<file path="src/rtl/stavka_a_pkg.sv">
// rtl/stavka_a_pkg.sv - shared constants and types for the stavka_a parity encoder
package stavka_a_pkg;

  localparam int DATA_W_DEFAULT = 7;

  localparam logic PARITY_EVEN = 1'b0;
  localparam logic PARITY_ODD  = 1'b1;

  typedef logic [DATA_W_DEFAULT:0] code_word_t;

endpackage

</file>
<file path="src/rtl/stavka_a_parity_gen.sv">
// rtl/stavka_a_parity_gen.sv - combinational parity bit and optional ones count (STAVKA_A_ONES_COUNT_EN)
module parity_gen
  import stavka_a_pkg::*;
#(
  parameter int DATA_W = DATA_W_DEFAULT
) (
  input  logic [DATA_W-1:0]             data,
  input  logic                          odd,
  output logic                          parity
`ifdef STAVKA_A_ONES_COUNT_EN
  ,
  output logic [$clog2(DATA_W+2)-1:0]   ones_count
`endif
);

  // Odd sense flips the even-parity bit so the whole code word carries an odd number of ones.
  always_comb begin
    parity = (^data) ^ (odd == PARITY_ODD);
  end

`ifdef STAVKA_A_ONES_COUNT_EN
  localparam int CW = $clog2(DATA_W + 2);

  logic [CW-1:0] w_cnt;

  // Population count of the full code word: data bits plus the parity bit just computed.
  always_comb begin
    w_cnt = '0;
    for (int i = 0; i < DATA_W; i++) begin
      w_cnt = w_cnt + CW'(data[i]);
    end
    ones_count = w_cnt + CW'(parity);
  end
`endif

endmodule

</file>
<file path="src/rtl/stavka_a.sv">
// rtl/stavka_a.sv - registered 7+1 parity encoder top; STAVKA_A_ONES_COUNT_EN adds a registered ones count
module stavka_a
  import stavka_a_pkg::*;
#(
  parameter int DATA_W = DATA_W_DEFAULT
) (
  input  logic                          clk,
  input  logic                          rst_n,
  input  logic [DATA_W-1:0]             data_in,
  input  logic                          control,
  output logic [DATA_W:0]               data_out
`ifdef STAVKA_A_ONES_COUNT_EN
  ,
  output logic [$clog2(DATA_W+2)-1:0]   ones_count
`endif
);

  logic             w_parity;
  logic [DATA_W:0]  r_data_out;

`ifdef STAVKA_A_ONES_COUNT_EN
  logic [$clog2(DATA_W+2)-1:0] w_ones_count;
  logic [$clog2(DATA_W+2)-1:0] r_ones_count;
`endif

  parity_gen #(
    .DATA_W (DATA_W)
  ) u_parity_gen (
    .data       (data_in),
    .odd        (control),
    .parity     (w_parity)
`ifdef STAVKA_A_ONES_COUNT_EN
    ,
    .ones_count (w_ones_count)
`endif
  );

  // Single output stage: data keeps its bit order above the parity bit in position 0.
  always_ff @(posedge clk or negedge rst_n) begin
    if (!rst_n) begin
      r_data_out <= '0;
    end else begin
      r_data_out <= {data_in, w_parity};
    end
  end

  assign data_out = r_data_out;

`ifdef STAVKA_A_ONES_COUNT_EN
  // Ones count is captured on the same edge as the code word so the two always describe one word.
  always_ff @(posedge clk or negedge rst_n) begin
    if (!rst_n) begin
      r_ones_count <= '0;
    end else begin
      r_ones_count <= w_ones_count;
    end
  end

  assign ones_count = r_ones_count;
`endif

endmodule

</file>
<file path="config.mk">
export PLATFORM = sky130hd
export DESIGN_NAME = stavka_a
export DESIGN_NICKNAME = d
export VERILOG_FILES = /design/src/rtl/stavka_a_pkg.sv /design/src/rtl/stavka_a_parity_gen.sv /design/src/rtl/stavka_a.sv
export SDC_FILE = /design/constraint.sdc
export NUM_CORES = 1
export LEC_CHECK = 0
export ABC_AREA = 1
export BUFFER_PORTS_ARGS = -buffer_cell sky130_fd_sc_hd__buf_2
export CAP_MARGIN = 25
export CORE_AREA = 2 2 39 41
export DETAILED_ROUTE_END_ITERATION = 8
export DIE_AREA = 0 0 41 43
export SYNTH_ARGS = -nofsm -noshare
export SYNTH_HDL_FRONTEND = slang
export SYNTH_HIERARCHICAL = 1
export SYNTH_SLANG_ARGS = --single-unit
</file>
<file path="constraint.sdc">
create_clock -name clk -period 0.8 [get_ports clk]
set_input_delay 0.04 -clock clk [delete_from_list [all_inputs] [get_ports clk]]
set_output_delay 0.04 -clock clk [all_outputs]
set_load 0.01 [all_outputs]
</file>
==> flow_summary.toml <==
[job]
drv_cap = 0

[grt]
grt_max_degree = 9
grt_overflow_total = 0
grt_pass1_wl_um = 972
antenna_found_initial = 0
track_usage = 0.08907
grt_pass1_vias = 277

[yosys]
synth.cell_area_um2 = 316.6
ys_seq_elements = 8
syn-num-nets = 45
yosysWarnings = 6
syn_inst = 35
seq_area_frac_synth = 0.6324
ys_types = 6
syn_area_per_cell_um2 = 9.044

[routing]
drc_errors = 0
drtAntennaViolNets = 0
first_iter_violations = 5
dr_wl_met3_um = 32
via_count = 306
wl_um = 656
top_layer = "met4"
viasPerCell = 3.873
drtPass1Iterations = 4
avgRoutedWirePerCell_um = 8.304
wl_met2_um = 418
met1_length_um = 189

[power]
power_mw = 0.9066
ir_drop_v = 0.0004487
powerDensity_mw_per_mm2 = 1729
power_leakage_nw = 0.3063

[sta]
hold_ws_ns = 0.1472
fin_ws_ns = 0.01187
tightest_slew_ns = 0.2393
fmax_mhz = 1269
setup-tns-final_ns = 0
fin_crit_ns = 0.7881
setup-violations-final = 0
rsz0062_at_grt = "yes"
period_share = 0.9852
slew_violations = 0
hold_violations = 0
timing.slew.headroom = 0.8399

[clock_network]
clock_sinks = 8
cts_tree = "built"
cts.root.buffer_cell = "clkbuf_4"
post_cts_buffers = 0
h-tree-depth = 1
cts_buffer_depth = 2
cts.clk_slew.worst_paths_ns = 0.05
cts_made_buffers = 3

[floorplanning]
rows = 14
start_util = 0.2288
top_level_ports = 18
core_mm2 = 0.001384
dieHeight_um = 43
dieArea_mm2 = 0.001763
die_x_um = 41

[setup_path]
critPathLaunch = "data_out[7]"
crit_arrival_ns = 0.75
cpLargestDelayFamily = "flip-flops"
required_ns = 0.76
crit_slowest_cell = "dfrtp_1"
worstPathBufferInverterCount = 1
critPathLaunchType = "register"
critical_path_peak_fanout = 1
cpPeakStageDelay_ns = 0.36
end_kind = "output port"
critical_path_class = "register to output port"
path_cells = "buf_2"

[final_layout]
final_cell_area_um2 = 524.3
largest_reg_flops = 8
final_cell_mix = "buf_2, nand2_1, dfrtp_1, dlygate4sd3_1, inv_1"
nNetsFinal = 75
num_antenna_cells = 0
drive_gt1_frac = 0.3492
area_delta_synth_final_pct = 65.61
final_common_cell = "buf_2"

[placement]
pre_cts_ws_ns = 0.05474
placed_cell_area_um2 = 421.7
dp_hpwl_um = 442
gp_congestion = 0.5730
io_buffer_count = 17

[status]
status = "completed"

[hold_path]
hold_path.class = "input pin to asynchronous set/reset pin"
-- layer usage --
metal,up-vias,track usage
li1,158,-
met1,136,0.06271
met2,10,0.1688
met3,2,0
met4,0,0.1000
met5,-,0
-- Yosys cell counts --
library cell,count,area (µm²)
nand2_1,12,45.04
nand3_1,4,20.02
dfrtp_1,8,200.2
inv_1,8,30.03
xor2_1,1,8.760
nand2_2,2,12.51
-- power by group --
part	internal (mW)	switching (mW)	total (mW)
registers	0.432	0.00653	0.439
logic	0.0845	0.0861	0.171
clock network	0.171	0.126	0.297
total	0.688	0.219	0.907
-- final cells by class --
cell class	count	area, µm²
Tap cell	16	20.02
Fill cell	145	859.6
Inverter	8	30.03
Timing Repair Buffer	25	165.2
Multi-Input combinational cell	19	86.33
Clock buffer	3	22.52
Sequential cell	8	200.2
-- stage by stage --
step           instances    util
2_1_floorplan         35       -
3_3_place_gp          68  0.3047
3_5_place_dp          68  0.3047
4_1_cts               79  0.3788
5_1_grt               79  0.3788
6_report              79  0.3788
-- final timing paths --
| path | slack (ns) | to | cells past startpoint |
|---|---|---|---|
| max | 0.01 | data_out[7] | 1 |
| min | 0.15 | data_out[0] | 2 |
| max in group asynchronous | 0.49 | data_out[1] | 2 |
| min in group clk | 0.18 | data_out[0] | 6 |
-- logic make-up after synthesis --
logic type	after synthesis	synth area share
simple gates	18	0.2450
flops	8	0.6324
buf+inv	8	0.09487
xor+xnor	1	0.02767
-- repair_timing --
item | CTS | global route
hold buffers | 8 | 0
resized for setup | 0 | 0
endpoints found under the setup margin | 0 | 5
endpoints found under the hold margin | 15 | 0
(Power assumes the default switching activity.)
